$ cat src/rtl/legup_stub_pkg.sv
// Shared encodings and default widths for the LegUp accelerator stand-in.
package legup_stub_pkg;

   typedef enum logic [1:0] {
      IDLE = 2'd0,
      LOAD = 2'd1,
      RUN  = 2'd2,
      DONE = 2'd3
   } state_t;

   localparam int DEF_RET_W = 32;
   localparam int DEF_ARG_W = 8;

endpackage

$ cat src/rtl/legup_top_stub.sv
// Board bring-up stand-in for the generated accelerator top: returns sum(1..N).
// Optional cycle counter output enabled by LEGUP_STUB_CYCLE_COUNT_EN.
module legup_top_stub
   import legup_stub_pkg::*;
#(
   parameter int RET_W = DEF_RET_W,
   parameter int ARG_W = DEF_ARG_W
) (
   input  logic             clk,
   input  logic             reset,
   input  logic             start,
   input  logic [ARG_W-1:0] arg_in,
   output logic             finish,
   output logic [RET_W-1:0] return_val,
`ifdef LEGUP_STUB_CYCLE_COUNT_EN
   output logic [31:0]      cycles,
`endif
   output logic [3:0]       state
);

   state_t           st;
   logic [ARG_W-1:0] cnt;
   logic [RET_W-1:0] acc;

   always_ff @(posedge clk or negedge reset) begin
      if (!reset) begin
         st         <= IDLE;
         cnt        <= '0;
         acc        <= '0;
         finish     <= 1'b0;
         return_val <= '0;
      end else begin
         finish <= 1'b0;
         case (st)
            IDLE: begin
               if (start) begin
                  cnt <= arg_in;
                  acc <= '0;
                  st  <= LOAD;
               end
            end
            LOAD: st <= RUN;
            RUN: begin
               if (cnt != '0) begin
                  acc <= acc + RET_W'(cnt);
                  cnt <= cnt - ARG_W'(1);
               end else begin
                  // Result and pulse land together so they are visible in the DONE cycle.
                  return_val <= acc;
                  finish     <= 1'b1;
                  st         <= DONE;
               end
            end
            DONE:    st <= IDLE;
            default: st <= IDLE;
         endcase
      end
   end

   assign state = {2'b00, st};

`ifdef LEGUP_STUB_CYCLE_COUNT_EN
   // Counts the LOAD cycle as 1 so the value seen at finish spans start edge to DONE inclusive.
   always_ff @(posedge clk or negedge reset) begin
      if (!reset)
         cycles <= '0;
      else if (st == IDLE && start)
         cycles <= 32'd1;
      else if (st == LOAD || st == RUN)
         cycles <= cycles + 32'd1;
   end
`endif

endmodule

$ cat config.mk
export PLATFORM = sky130hd
export DESIGN_NAME = legup_top_stub
export DESIGN_NICKNAME = d
export VERILOG_FILES = /design/src/rtl/legup_stub_pkg.sv /design/src/rtl/legup_top_stub.sv
export SDC_FILE = /design/constraint.sdc
export NUM_CORES = 1
export LEC_CHECK = 0
export CAP_MARGIN = 40
export CORE_MARGIN = 2
export CORE_UTILIZATION = 66
export CTS_BUF_LIST = sky130_fd_sc_hd__clkbuf_8
export DETAILED_ROUTE_END_ITERATION = 6
export DONT_BUFFER_PORTS = 1
export PLACE_DENSITY = 0.82
export SYNTH_ARGS = -nofsm -noshare
export SYNTH_HDL_FRONTEND = slang
export SYNTH_SLANG_ARGS = --single-unit
$ cat constraint.sdc
create_clock -name clk -period 3.3 [get_ports clk]
set_input_delay 0.66 -clock clk [delete_from_list [all_inputs] [get_ports clk]]
set_output_delay 0.66 -clock clk [all_outputs]
set_load 0.005 [all_outputs]
==> impl_metrics.csv, run 1 <==
group,metric,value,unit
status,outcome,"finished clean",
timing,fmax,0.3635,GHz
finish,syn2layout_area_growth,5.792,%
clocking,numCtsBuffers,9,
pwr,clkPwrFrac,19.4,%
detailed_routing,vias,3219,
yosys,yosysSeqAreaShare,45.97,%
yosys,synthAdderAreaFrac,4.474,%
pwr,power_switching,0.001418,W
floorplanning,die_x,82.65,um
yosys,ys.warnings.count,0,
yosys,yosys.area_share.simple,15.69,%
yosys,syn_area_per_cell,10.18,sq um
finish,final_cells,478,
clocking,path_clk_slew,0.08,ns
timing,worst_pin_slew,0.7966,ns
setup_path,cp.arrival,2.98,ns
detailed_routing,antenna_violating_nets_post_route,0,
timing,finalSetupViolCount,0,
yosys,synth_compound_area_share,18.79,%
pwr,p_per_area,770.8,nW/um^2
floorplanning,coreArea,5956,sq um
clocking,worstSkewPairLatency,0.35,ns
detailed_routing,first_pass_iters,5,
floorplanning,dieArea,6831,sq um
yosys,postSynth.asyncResetShare,100.0,%
finish,num_antenna_cells,0,
grt,antenna_found_initial,0,
detailed_routing,finalWirelength,8.838,mm
detailed_routing,drc,0,
clocking,cts.sinks,75,
setup_path,crit_path_end_kind,"flip-flop",
timing,slew_violations,0,
setup_path,path_class,"flip-flop to flip-flop",
run,cap_violations,0,
grt,grt_pass1_wl,14.35,mm
yosys,synth-edff-count,0,
placed_design,gp_congestion,0.9276,
finish,drive_above_1_share,15.38,%
setup_path,worstPathRequired,3.53,ns
detailed_routing,detail_route.wl_per_cell,18.49,um
placed_design,hpwlAfterDp,6.088,mm
placed_design,placed_cells,461,
grt,use_met1,38.68,%
yosys,syn_inst,401,
yosys,synthTopCellsByCount,"75 x dfrtp_1, 45 x nand2_1, 30 x mux2_2",
finish,finalInstanceArea,4319,sq um
pwr,power.internal,0.001911,W
timing,slew_headroom,46.33,%
grt,use_met2,43.47,%
setup_path,worst_setup_path_start_kind,"flip-flop",
timing,rsz0062_at_grt,"no",
clocking,cts.htree.levels,3,
detailed_routing,via_per_inst,6.734,
pwr,leakage,1.910,nW
yosys,synth.area.top_cells,"dfrtp_1 46%, mux2_2 8.3%, nand2_1 4.1%",
yosys,synth-xor-area-share,1.287,%
finish,fillers,420,
yosys,synth_top_family_by_area,"compound AO/OA/AOI/OAI gates",
detailed_routing,drt_iter0_markers,218,
timing,post-route-period-util,83.38,%
grt,track_usage,28.30,%
clocking,cts_tree,"yes",
grt,top_usage_layer,"met2",
yosys,synth-seq-cells,75,
floorplanning,row_count,28,
yosys,synth_top_area_share,45.97,%
finish,fin_nets,423,
clocking,cts-root-buf,"clkbuf_8",
grt,grt_pass1_vias,3037,
floorplanning,dieHeight,82.65,um
yosys,synthMuxAreaShare,9.255,%
pwr,p_seq_share,40.0,%
yosys,synth_ff_type,"dfrtp_1",
hold_path,worst_hold_path_type,"input pin to async pin",
pwr,combPwrFrac,40.6,%
clocking,clock_path_buffers,2,
grt,grt_remaining_overflow,0,
yosys,synthDistinctLibCells,61,
timing,skew,0.01093,ns
pwr,vdd_drop_max,663.5,uV
grt,grt_max_degree,76,
pwr,netSwitchingFraction,42.60,%
timing,whs,0.1763,ns
yosys,syn_area,4083,sq um
floorplanning,ios,48,
grt,grt_use_met3,5.435,%
setup_path,path_max_fanout,10,
timing,finalHoldViolCount,0,
yosys,post-synth-top-count-cell,"dfrtp_1",
placed_design,placed_area,4111,sq um
clocking,cts_resized,0,
timing,min_period,2.751,ns
floorplanning,initial_core_util,68.55,%
timing,setup_tns,0,ns
yosys,synth_top_cell_by_area,"dfrtp_1",
placed_design,numPortBuffers,0,
sequential cells by signal, summed over array words and instances (netlist names):
signal / flops
return_val: 32
finish: 1
cnt: 8
acc: 32
st: 2
critical path: stages, from the launching register on:
cell      delay [ns]
dfrtp_1         0.39
ha_1            0.20
inv_1           0.07
fa_1            0.40
nand2b_1        0.18
a21oi_1         0.39
o21a_1          0.40
a311oi_1        0.15
or3b_2          0.45
stage by stage:
step	utilization, %	setup slack, ns	total power [W]
detailed placement	69.03	0.6319	0.002653
global placement	69.03	0.7939	0.002589
CTS	72.52	0.6011	0.003324
finish	72.52	0.5486	0.003329
floorplan	-	0.8447	0.002308
global route	72.52	0.4442	0.003556
path summary, 6_finish.rpt:
kind                                     start              to  slack [ns]  cells after the start
worst min-delay path                     reset   return_val[1]        0.18                      1
worst max register to register          acc[0]         acc[18]        0.55                      8
min in group clk                     arg_in[2]          cnt[2]        0.45                      2
worst min register to register  return_val[18]  return_val[18]        0.51                      2
worst max-delay path                    acc[0]         acc[18]        0.55                      8
max in group asynchronous                reset          acc[6]        2.80                      1
kinds of logic after synthesis:
kind of cell    Yosys count
compound gates          110
xor+xnor                  6
fa+ha+maj                14
buf+inv                  37
flops                    75
mux                      34
other cells               1
simple gates            124
routing by layer:
metal | part of all wire, % | routed length, um
met5 | 0 | 0
met4 | 2.1 | 189
met3 | 6.5 | 572
met2 | 47 | 4145
met1 | 44 | 3930
timing repair:
action,CTS,global route
setup buffers,0,0
endpoints found under the hold margin,75,0
hold buffers,1,0
final cells by class:
type	count	area, sq um	area share, %
clock inverters	5	28.78	0.6663
well taps	75	93.84	2.173
flip-flops and latches	75	1877	43.45
inverters	12	45.04	1.043
clock buffers	11	151.4	3.505
multi-input cells	290	2028	46.96
repair buffers	10	95.09	2.202
power groups by stage:
stage	registers, W	logic, W	clock network (W)
2_1_floorplan	0.00126	0.00105	0
3_3_place_gp	0.00133	0.00126	0
3_5_place_dp	0.00134	0.00132	0
4_1_cts	0.00132	0.00134	0.000656
5_1_grt	0.00136	0.00150	0.000695
6_report	0.00133	0.00135	0.000647
cells in the final DEF (no fill, tap or decap), types with 3 or more instances in the layout:
master and count:
dfrtp_1 75, nand2_1 45, mux2_2 30, o21ai_0 25
a21oi_1 20, o211ai_1 14, inv_1 13, nor2_1 13
ha_1 13, nand3_1 11, clkbuf_8 11, nand4_1 10
buf_4 9, a31oi_1 7, nor3_1 7, nand2b_1 6
o311ai_0 6, nor4_1 5, and2_1 5, or3_1 5
xor2_1 5, mux2i_1 4, and4_1 4, a41oi_1 4
or3b_2 3, a22oi_1 3, and3_1 3, o21a_1 3
o31ai_1 3, o2111ai_1 3
Note: power is estimated with default switching activity, not from simulation.
==> inputs of run 2 (changes only) <==
--- a/config.mk
+++ b/config.mk
@@ -7,11 +7,11 @@
 export LEC_CHECK = 0
 export CAP_MARGIN = 40
 export CORE_MARGIN = 2
-export CORE_UTILIZATION = 66
+export CORE_UTILIZATION = 60
 export CTS_BUF_LIST = sky130_fd_sc_hd__clkbuf_8
 export DETAILED_ROUTE_END_ITERATION = 6
 export DONT_BUFFER_PORTS = 1
-export PLACE_DENSITY = 0.82
+export PLACE_DENSITY = 0.79
 export SYNTH_ARGS = -nofsm -noshare
 export SYNTH_HDL_FRONTEND = slang
 export SYNTH_SLANG_ARGS = --single-unit
==> constraint.sdc (replaced) <==
create_clock -name clk -period 2.5 [get_ports clk]
set_input_delay 0.5 -clock clk [delete_from_list [all_inputs] [get_ports clk]]
set_output_delay 0.5 -clock clk [all_outputs]
set_load 0.005 [all_outputs]
==> impl_metrics.csv, run 2 (synthesis gave the netlist of run 1 again) <==
group,metric,value,unit
pwr,vdd_drop_max,938.7,uV
clocking,cts-root-buf,"clkbuf_8",
finish,syn2layout_area_growth,7.815,%
finish,reg_top3,"acc: 32 flops, return_val: 32 flops, cnt: 8 flops",
detailed_routing,first_pass_iters,5,
setup_path,worstPathRequired,2.74,ns
floorplanning,dieHeight,86.49,um
setup_path,r2r_start,"cnt[0]",
clocking,cts.sinks,75,
grt,grt_pass1_wl,15.27,mm
timing,post-route-period-util,95.10,%
run,cap_violations,0,
timing,fmax,0.4206,GHz
setup_path,cp_slowest_cell,"or3b_2",
floorplanning,dieArea,7481,sq um
pwr,p_per_area,1031,nW/um^2
placed_design,pre_cts_ws,0.1219,ns
clocking,cts.htree.levels,3,
clocking,path_clk_slew,0.08,ns
setup_path,max_stage_delay,0.45,ns
floorplanning,coreArea,6681,sq um
timing,rsz0062_at_grt,"no",
setup_path,worst_setup_path_start_kind,"flip-flop",
detailed_routing,detail_route.wl_per_cell,18.22,um
placed_design,gp_congestion,0.8446,
hold_path,worst_hold_path_type,"input pin to async pin",
finish,drive_above_1_share,16.83,%
timing,finalSetupViolCount,0,
timing,skew,0.009881,ns
setup_path,r2r_end,"acc[18]",
timing,min_period,2.378,ns
grt,antenna_found_initial,0,
detailed_routing,antenna_violating_nets_post_route,0,
timing,finalHoldViolCount,0,
floorplanning,die_x,86.49,um
grt,grt_remaining_overflow,0,
timing,worst_pin_slew,0.6908,ns
clocking,hold_buffers,1,
floorplanning,ios,48,
grt,track_usage,26.21,%
clocking,clock_path_buffers,2,
timing,slew_violations,0,
setup_path,rr_worst_depth,9,
detailed_routing,vias,3210,
finish,num_antenna_cells,0,
timing,slew_headroom,53.52,%
clocking,numCtsBuffers,9,
setup_path,crit_buf_inv,2,
finish,fin_nets,430,
floorplanning,initial_core_util,61.10,%
placed_design,numPortBuffers,0,
clocking,postCtsSetupRepairBufs,0,
setup_path,path_delay_family,"simple AND/OR/NAND/NOR gates",
setup_path,crit_path_end_kind,"flip-flop",
grt,grt_max_degree,76,
finish,utilization,65.88,%
detailed_routing,drc,0,
detailed_routing,via_per_inst,6.551,
finish,finalInstanceArea,4402,sq um
setup_path,cp.arrival,2.62,ns
floorplanning,row_count,30,
setup_path,crit_chain,"ha_1 -> inv_1 -> fa_1 -> nand2b_1 -> a21oi_1 -> buf_4 -> o21a_1 -> a311oi_1 -> or3b_2",
finish,layout_common_cells,"75 x dfrtp_1, 45 x nand2_1, 30 x mux2_2",
placed_design,placed_area,4170,sq um
setup_path,path_max_fanout,5,
setup_path,path_class,"flip-flop to flip-flop",
detailed_routing,finalWirelength,8.928,mm
clocking,worstSkewPairLatency,0.36,ns
grt,grt_pass1_vias,3096,
timing,setup_tns,0,ns
setup_path,r2r_slack,0.12,ns
detailed_routing,drt_iter0_markers,250,
finish,final_common_cell,"dfrtp_1",
placed_design,hpwlAfterDp,6.180,mm
timing,setup_slack,0.1224,ns
clocking,cts_resized,0,
clocking,cts_tree,"yes",
pwr,leakage,1.962,nW
status,outcome,"finished clean",
## run 2: changes by cell type in the layout (fill, tap and decap cells not counted), sizes merged
cell      delta
buf          +7
bufinv       +1
clkinv       +1
clkinvlp     -2
## run 2: how the worst max path moves through the flow
stage | startpoint | slack, ns | to | cells past startpoint
2_1_floorplan | cnt[0] | 0.04 | acc[18] | 9
3_3_place_gp | cnt[0] | 0.20 | acc[18] | 9
3_5_place_dp | cnt[0] | 0.12 | acc[18] | 9
4_1_cts | cnt[0] | 0.12 | acc[18] | 9
5_1_grt | cnt[0] | 0.004 | acc[14] | 10
6_report | cnt[0] | 0.12 | acc[18] | 9
## run 2: cell type report
class	instances	area (sq um)
Sequential cell	75	1877
Multi-Input combinational cell	290	2028
Fill cell	524	2280
Inverter	12	45.04
Clock buffer	11	151.4
Clock inverter	5	52.55
Tap cell	80	100.1
Timing Repair Buffer	17	147.6
## run 2: layer usage
metal	global-route usage, %	vias up	wire, um
met3	5.714	21	608
met5	0	-	0
met1	38.17	1557	4075
met2	38.18	125	4032
met4	10.65	0	212
li1	-	1507	-
## run 2: where the power goes
group          total (W)  internal (W)  switching [W]
Combinational    0.00184      0.000706        0.00113
Sequential       0.00174       0.00144       0.000297
Clock           0.000958      0.000510       0.000448
Total            0.00454       0.00266        0.00188
## run 2: through the flow
stage	hold WS [ns]	std cells	power, W
finish	0.01812	490	0.004537
global route	0.04475	490	0.004857
CTS	0.05336	490	0.004524
detailed placement	0.2056	473	0.003533
global placement	0.2063	473	0.003473
floorplan	0.2044	402	0.003047
